--- src/rtl/chacha_block_scheduler_pkg.sv ---
// Shared state encoding, ciphertext beat type and default sizing for the ChaCha block scheduler.
// Pure declarations; no logic, no latency, no flow control.
package chacha_sched_pkg;

  localparam int CHACHA_BLOCK_BYTES = 64;
  localparam int CHACHA_CTR_W       = 32;

  typedef enum logic [2:0] {
    S_IDLE,
    S_START,
    S_STREAM,
    S_DRAIN,
    S_ERR
  } sched_state_t;

  typedef struct packed {
    logic       last;
    logic [7:0] dat;
  } ct_beat_t;

endpackage

--- src/rtl/chacha_ct_outreg.sv ---
// One-entry registered valid/ready stage holding the next ciphertext beat.
// Load lands 1 cycle later; a full slot with ct_ready low holds its beat and reports slot_free=0.
module chacha_ct_outreg
  import chacha_sched_pkg::*;
(
  input  logic     clk,
  input  logic     rst_n,
  input  logic     load,
  input  ct_beat_t load_beat,
  input  logic     ct_ready,
  output logic     ct_valid,
  output ct_beat_t ct_beat,
  output logic     slot_free
);

  assign slot_free = !ct_valid || ct_ready;

  // A load may coincide with the downstream handshake, giving 1 beat/clk.
  always_ff @(posedge clk) begin
    if (!rst_n) begin
      ct_valid <= 1'b0;
      ct_beat  <= '0;
    end else if (load) begin
      ct_valid <= 1'b1;
      ct_beat  <= load_beat;
    end else if (ct_ready) begin
      ct_valid <= 1'b0;
    end
  end

endmodule

--- src/rtl/chacha_block_scheduler.sv ---
// Starts the ChaCha core once per block, advances the block position and XORs pt with keystream into ct.
// pt->ct latency 1 cycle; pt/keystream stall while the ct slot is full. Option: CHACHA_CTR_WRAP_EN.
module chacha_block_scheduler
  import chacha_sched_pkg::*;
#(
  parameter int BLOCK_BYTES = CHACHA_BLOCK_BYTES,
  parameter int CTR_W       = CHACHA_CTR_W
) (
  input  logic             clk,
  input  logic             rst_n,
  input  logic             cfg_go,
  input  logic [CTR_W-1:0] cfg_position,
  output logic             core_start,
  output logic [CTR_W-1:0] core_position,
  input  logic             core_ks_valid,
  input  logic [7:0]       core_ks_byte,
  output logic             core_ks_ready,
  input  logic             pt_valid,
  input  logic [7:0]       pt_byte,
  input  logic             pt_last,
  output logic             pt_ready,
  output logic             ct_valid,
  output logic [7:0]       ct_byte,
  output logic             ct_last,
  input  logic             ct_ready,
  output logic             busy,
  output logic             done,
  output logic             err_wrap
);

  localparam int CNT_W = $clog2(BLOCK_BYTES);

`ifdef CHACHA_CTR_WRAP_EN
  localparam bit WRAP_EN = 1'b1;
`else
  localparam bit WRAP_EN = 1'b0;
`endif

  sched_state_t     state;
  logic [CNT_W-1:0] byte_cnt;
  logic [CTR_W-1:0] position;
  logic             slot_free;
  logic             fire;
  logic             block_end;
  logic             overflow;
  ct_beat_t         fire_beat;
  ct_beat_t         ct_beat;

  assign fire      = (state == S_STREAM) && pt_valid && core_ks_valid && slot_free;
  assign block_end = (byte_cnt == CNT_W'(BLOCK_BYTES - 1));
  assign overflow  = (&position) && !WRAP_EN;
  assign fire_beat = '{last: pt_last, dat: pt_byte ^ core_ks_byte};

  // Plaintext and keystream move in lockstep while streaming; only DRAIN takes keystream alone.
  assign pt_ready      = fire;
  assign core_ks_ready = fire || (state == S_DRAIN);
  assign busy          = (state != S_IDLE);
  assign core_position = position;
  assign ct_byte       = ct_beat.dat;
  assign ct_last       = ct_beat.last;

  chacha_ct_outreg u_outreg (
    .clk       (clk),
    .rst_n     (rst_n),
    .load      (fire),
    .load_beat (fire_beat),
    .ct_ready  (ct_ready),
    .ct_valid  (ct_valid),
    .ct_beat   (ct_beat),
    .slot_free (slot_free)
  );

  always_ff @(posedge clk) begin
    if (!rst_n) begin
      state      <= S_IDLE;
      position   <= '0;
      byte_cnt   <= '0;
      core_start <= 1'b0;
      done       <= 1'b0;
      err_wrap   <= 1'b0;
    end else begin
      core_start <= 1'b0;
      done       <= 1'b0;
      case (state)
        S_IDLE: begin
          if (cfg_go) begin
            position   <= cfg_position;
            byte_cnt   <= '0;
            core_start <= 1'b1;
            state      <= S_START;
          end
        end
        S_START: state <= S_STREAM;
        S_STREAM: begin
          if (fire) begin
            byte_cnt <= byte_cnt + CNT_W'(1);
            if (pt_last && !block_end) begin
              state <= S_DRAIN;
            end else if (block_end) begin
              // Every completed block advances the position, including the final one.
              if (overflow) begin
                state    <= S_ERR;
                err_wrap <= 1'b1;
              end else begin
                position <= position + CTR_W'(1);
                if (pt_last) begin
                  state <= S_IDLE;
                  done  <= 1'b1;
                end else begin
                  state      <= S_START;
                  core_start <= 1'b1;
                end
              end
            end
          end
        end
        S_DRAIN: begin
          if (core_ks_valid) begin
            byte_cnt <= byte_cnt + CNT_W'(1);
            if (block_end) begin
              state <= S_IDLE;
              done  <= 1'b1;
            end
          end
        end
        S_ERR:   state <= S_ERR;
        default: state <= S_IDLE;
      endcase
    end
  end

endmodule

--- config.mk ---
export PLATFORM = sky130hd
export DESIGN_NAME = chacha_block_scheduler
export DESIGN_NICKNAME = d
export VERILOG_FILES = /design/src/rtl/chacha_block_scheduler_pkg.sv /design/src/rtl/chacha_ct_outreg.sv /design/src/rtl/chacha_block_scheduler.sv
export SDC_FILE = /design/constraint.sdc
export NUM_CORES = 1
export LEC_CHECK = 0
export BUFFER_PORTS_ARGS = -buffer_cell sky130_fd_sc_hd__buf_2
export CAP_MARGIN = 25
export CORE_UTILIZATION = 50
export CTS_CLUSTER_SIZE = 40
export DETAILED_ROUTE_END_ITERATION = 7
export PLACE_DENSITY = 0.86
export REMOVE_ABC_BUFFERS = 1
export SKIP_LAST_GASP = 1
export SLEW_MARGIN = 10
export SYNTH_ARGS = -nofsm -noshare
export SYNTH_HDL_FRONTEND = slang
export SYNTH_SLANG_ARGS = --single-unit
--- constraint.sdc ---
create_clock -name clk -period 2.6 [get_ports clk]
set_input_delay 0.52 -clock clk [delete_from_list [all_inputs] [get_ports clk]]
set_output_delay 0.52 -clock clk [all_outputs]
set_load 0.02 [all_outputs]
==> summary.md <==
| Metric | Value |
|---|---|
| Status | completed |
| RSZ-0062 raised after global routing | false |
| Remaining Overflow, GRT | 0 |
| Max incr delay on CP | 0.48 ns |
| Worst-skew pair later-pin latency | 0.32 ns |
| Final #Nets | 602 |
| Chip Width | 84.7 µm |
| Leak | 1.67 nW |
| CTS HTree Levels | 2 |
| Hold Buf Count CTS | 0 |
| Max_cap viols | 0 |
| Number of port buffers | 102 |
| Largest net degree at the start of global routing | 61 |
| Ys Warns | 0 |
| CP endpoint kind | flip-flop |
| Synth Area in XOR/XNOR | 2.05% |
| Post-synth EDFFs | 0 |
| Slew Limit Fails | 0 |
| Post-DRT Antenna Nets | 0 |
| Mapped Cells | 451 |
| Yosys reg bits | 54 |
| Die Area | 7170 µm² |
| Synthesized cell area | 3420 µm² |
| Unique masters post-synth | 58 |
| Largest family of logic cells by synthesized area | simple AND/OR/NAND/NOR gates |
| R2R Path End | state[0] |
| Routed vias | 4,053 |
| Sequential share of the synthesized area | 31.6% |
| CTS buffer count | 5 |
| Cell Chain, Critical Path | ha_1 -> and4_1 -> nand4_1 -> buf_4 -> nor3_1 -> o221ai_1 -> o2111a_1 |
| Adder-Cell Fraction of Synth Area | 0.733% |
| Share of cells above drive strength 1 | 27.5% |
| Pwr dens | 641 nW/µm² |
| Filler cell count | 568 |
| Clock transition at path regs | 0.10 ns |
| Slew headroom | 54.1% |
| Antenna diodes | 0 |
| Root buffer cell | clkbuf_8 |
| DR pass1 iterations | 7 |
| Routed vias/inst | 6.51 |
| Peak supply drop | 0.000355 V |
| Reg2Reg Depth | 7 |
| Starting Density | 52.9% |
| Rows | 29 |
| Simple-Gate Fraction of Synth Area | 30.5% |
| Required @ worst endpoint | 2.82 ns |
| Critical-path maximum fanout | 8 |
| F_max | 411 MHz |
| WL per Instance | 16.4 µm |
| Slew @ Worst Pin | 0.682 ns |
| CTS Buffer Depth | 2 |
| Hold path cells | 1 |
| Final setup fails | 0 |
| Number of remaining DRC errors | 0 |
| Critical setup path kind | reg -> reg |
| Worst setup SP type | flip-flop |
| Total GRT Usage | 28.2% |
| Avg Cell Area, Syn | 7.57 µm² |
| R2R Path Start | core_position[0] |
| Mux cell area share after synthesis | 0.293% |
| Ys async rst share | 0% |
| Hold_sp | err_wrap |
| Setup TNS | 0 ns |
| Core area | 6460 µm² |
| Worst EP arrival | 2.65 ns |
| Vias in the first global route | 3,648 |
| CTS tree | done |
| Crit share post-route | 93.6% |
| Layout Skew | 0.0143 ns |
| Total power | 2.68 mW |
| Main synth FF type | dfxtp_1 |
| Height of the chip | 84.7 µm |
| Area growth syn-to-layout | 22.5% |
| Clock Sinks | 54 |
| Initial antenna violation count | 0 |
| Hold Vio Cnt, Final | 0 |
| Slowest CP cell | dfxtp_1 |
| Compound-cell area share of the yosys netlist | 29.2% |
| Min cycle time layout | 2.43 ns |
| Hpwl dp | 7070 µm |
| Finished Core Util | 64.8% |
| Hold WC Path Type | reg -> reg |
| Gp weighted congestion | 0.910 |
| Crit path launch | core_position[0] |
| Initial DRC count | 458 |
| First-pass GRT wire length | 16,700 µm |
| Io pins | 103 |
| Reg-to-reg slack, setup | 0.17 ns |
| DRT Wirelength | 10,200 µm |
| Hold endpoint | err_wrap |
## worst max-delay path: cells and delay by family (launching register included)
family / cells / cell delay [ns]
AOI/OAI and AO/OA: 2 / 0.38
DFF: 1 / 0.48
adders and majority gates: 1 / 0.27
and+or+nand+nor: 3 / 0.98
buffers and inverters: 1 / 0.23
## cell families (layout without fill, tap and decap cells)
logic type,count (synthesis),in the layout
AND/OR/NAND/NOR,209,209
AO/OA/AOI/OAI,132,132
flip-flops,54,54
buffers and inverters,45,140
XOR/XNOR,8,8
adder cells (fa/ha/maj),2,2
multiplexers,1,1
## placed cells by master, fill, tap and decap left out, drive strengths merged, types with 6 or more instances in the layout
cell type	netlist	final
nor3	21	21
o21ai	8	8
a21oi	25	25
buf	10	125
a31oi	6	6
inv	7	7
o31ai	8	8
dfxtp	54	54
nand4	21	21
xnor2	8	8
nor2	37	37
o21a	6	6
nand3	19	19
o31a	6	6
nor4	11	11
nand2	71	71
o32ai	16	16
o221a	7	7
a211oi	22	22
## synthesized netlist by cell type, types with 2 or more instances
master | instances | area [µm²]
and2_1 | 4 | 25.0
and3_1 | 5 | 31.3
buf_2 | 6 | 30.0
inv_1 | 7 | 26.3
o41ai_1 | 4 | 35.0
buf_1 | 2 | 7.51
o31a_1 | 6 | 52.6
a211oi_1 | 21 | 158
ha_1 | 2 | 25.0
nand4_1 | 21 | 131
nand3_1 | 19 | 95.1
xnor2_1 | 8 | 70.1
nor2_1 | 36 | 135
and4_1 | 5 | 43.8
a21oi_1 | 25 | 125
nor4_1 | 9 | 56.3
o21ai_0 | 8 | 40.0
nand3b_1 | 2 | 15.0
dfxtp_1 | 54 | 1080
a31oi_1 | 6 | 37.5
nor4_4 | 2 | 42.5
o21a_1 | 6 | 45.0
or4_1 | 2 | 15.0
a22oi_1 | 3 | 22.5
o32ai_1 | 16 | 140
nand2_1 | 71 | 267
o32a_1 | 2 | 20.0
nor3_1 | 21 | 105
o221a_2 | 7 | 78.8
a32oi_1 | 3 | 26.3
or3_1 | 3 | 18.8
a211o_1 | 2 | 17.5
o31ai_1 | 8 | 60.1
clkbuf_1 | 28 | 105
nand2b_1 | 4 | 25.0
## state kept, by name, summed over array words and instances, names as in the netlist
| register | flops |
|---|---|
| done | 1 |
| err_wrap | 1 |
| state | 3 |
| u_outreg.ct_valid | 1 |
| u_outreg.ct_beat | 9 |
| core_start | 1 |
| byte_cnt | 6 |
| core_position | 32 |
## power breakdown
| group | switching, mW | internal [mW] | leakage, nW |
|---|---|---|---|
| Clock | 0.303 | 0.287 | 0.0504 |
| Sequential | 0.147 | 0.926 | 0.441 |
| Combinational | 0.626 | 0.393 | 1.18 |
## per-layer routing
metal	routed length [µm]	share of wire, %	up-vias	track usage (%)
met5	0	0	-	0
met3	1010	9.9	28	5.51
li1	-	-	1912	-
met2	4770	47	252	46.8
met4	204	2.0	0	10.5
met1	4250	42	1861	36.4
## metrics by stage
step           instances  setup WS (ns)  cell area, µm²  hold slack [ns]
5_1_grt              623         0.0537            4180            0.482
2_1_floorplan        413          -1.70            3250            0.464
3_5_place_dp         612          0.218            4050            0.463
6_report             623          0.167            4180            0.479
4_1_cts              620          0.140            4160            0.487
3_3_place_gp         612          0.367            4050            0.452
## final cells by class
| class | count | area (µm²) | area share [%] |
|---|---|---|---|
| Multi-Input combinational cell | 352 | 2160 | 51.5 |
| Tap cell | 77 | 96.3 | 2.30 |
| Timing Repair Buffer | 125 | 708 | 16.9 |
| Sequential cell | 54 | 1080 | 25.9 |
| Clock inverter | 3 | 45.0 | 1.08 |
| Clock buffer | 5 | 68.8 | 1.65 |
| Inverter | 7 | 26.3 | 0.628 |
## how the worst max path moves through the flow
stage / end / slack (ns) / cells past startpoint
floorplan: core_position[16] / -1.70 / 5
global placement: core_position[16] / 0.37 / 7
detailed placement: core_position[23] / 0.22 / 7
CTS: pt_ready / 0.14 / 4
global route: core_position[4] / 0.05 / 7
finish: state[0] / 0.17 / 7
## timing repair
| item | 4_1_cts | 5_1_grt |
|---|---|---|
| endpoints found under the setup margin | 0 | 7 |
| setup buffers | 0 | 3 |
| gates resized for setup | 0 | 1 |
Power figures use the tool's default switching activity.
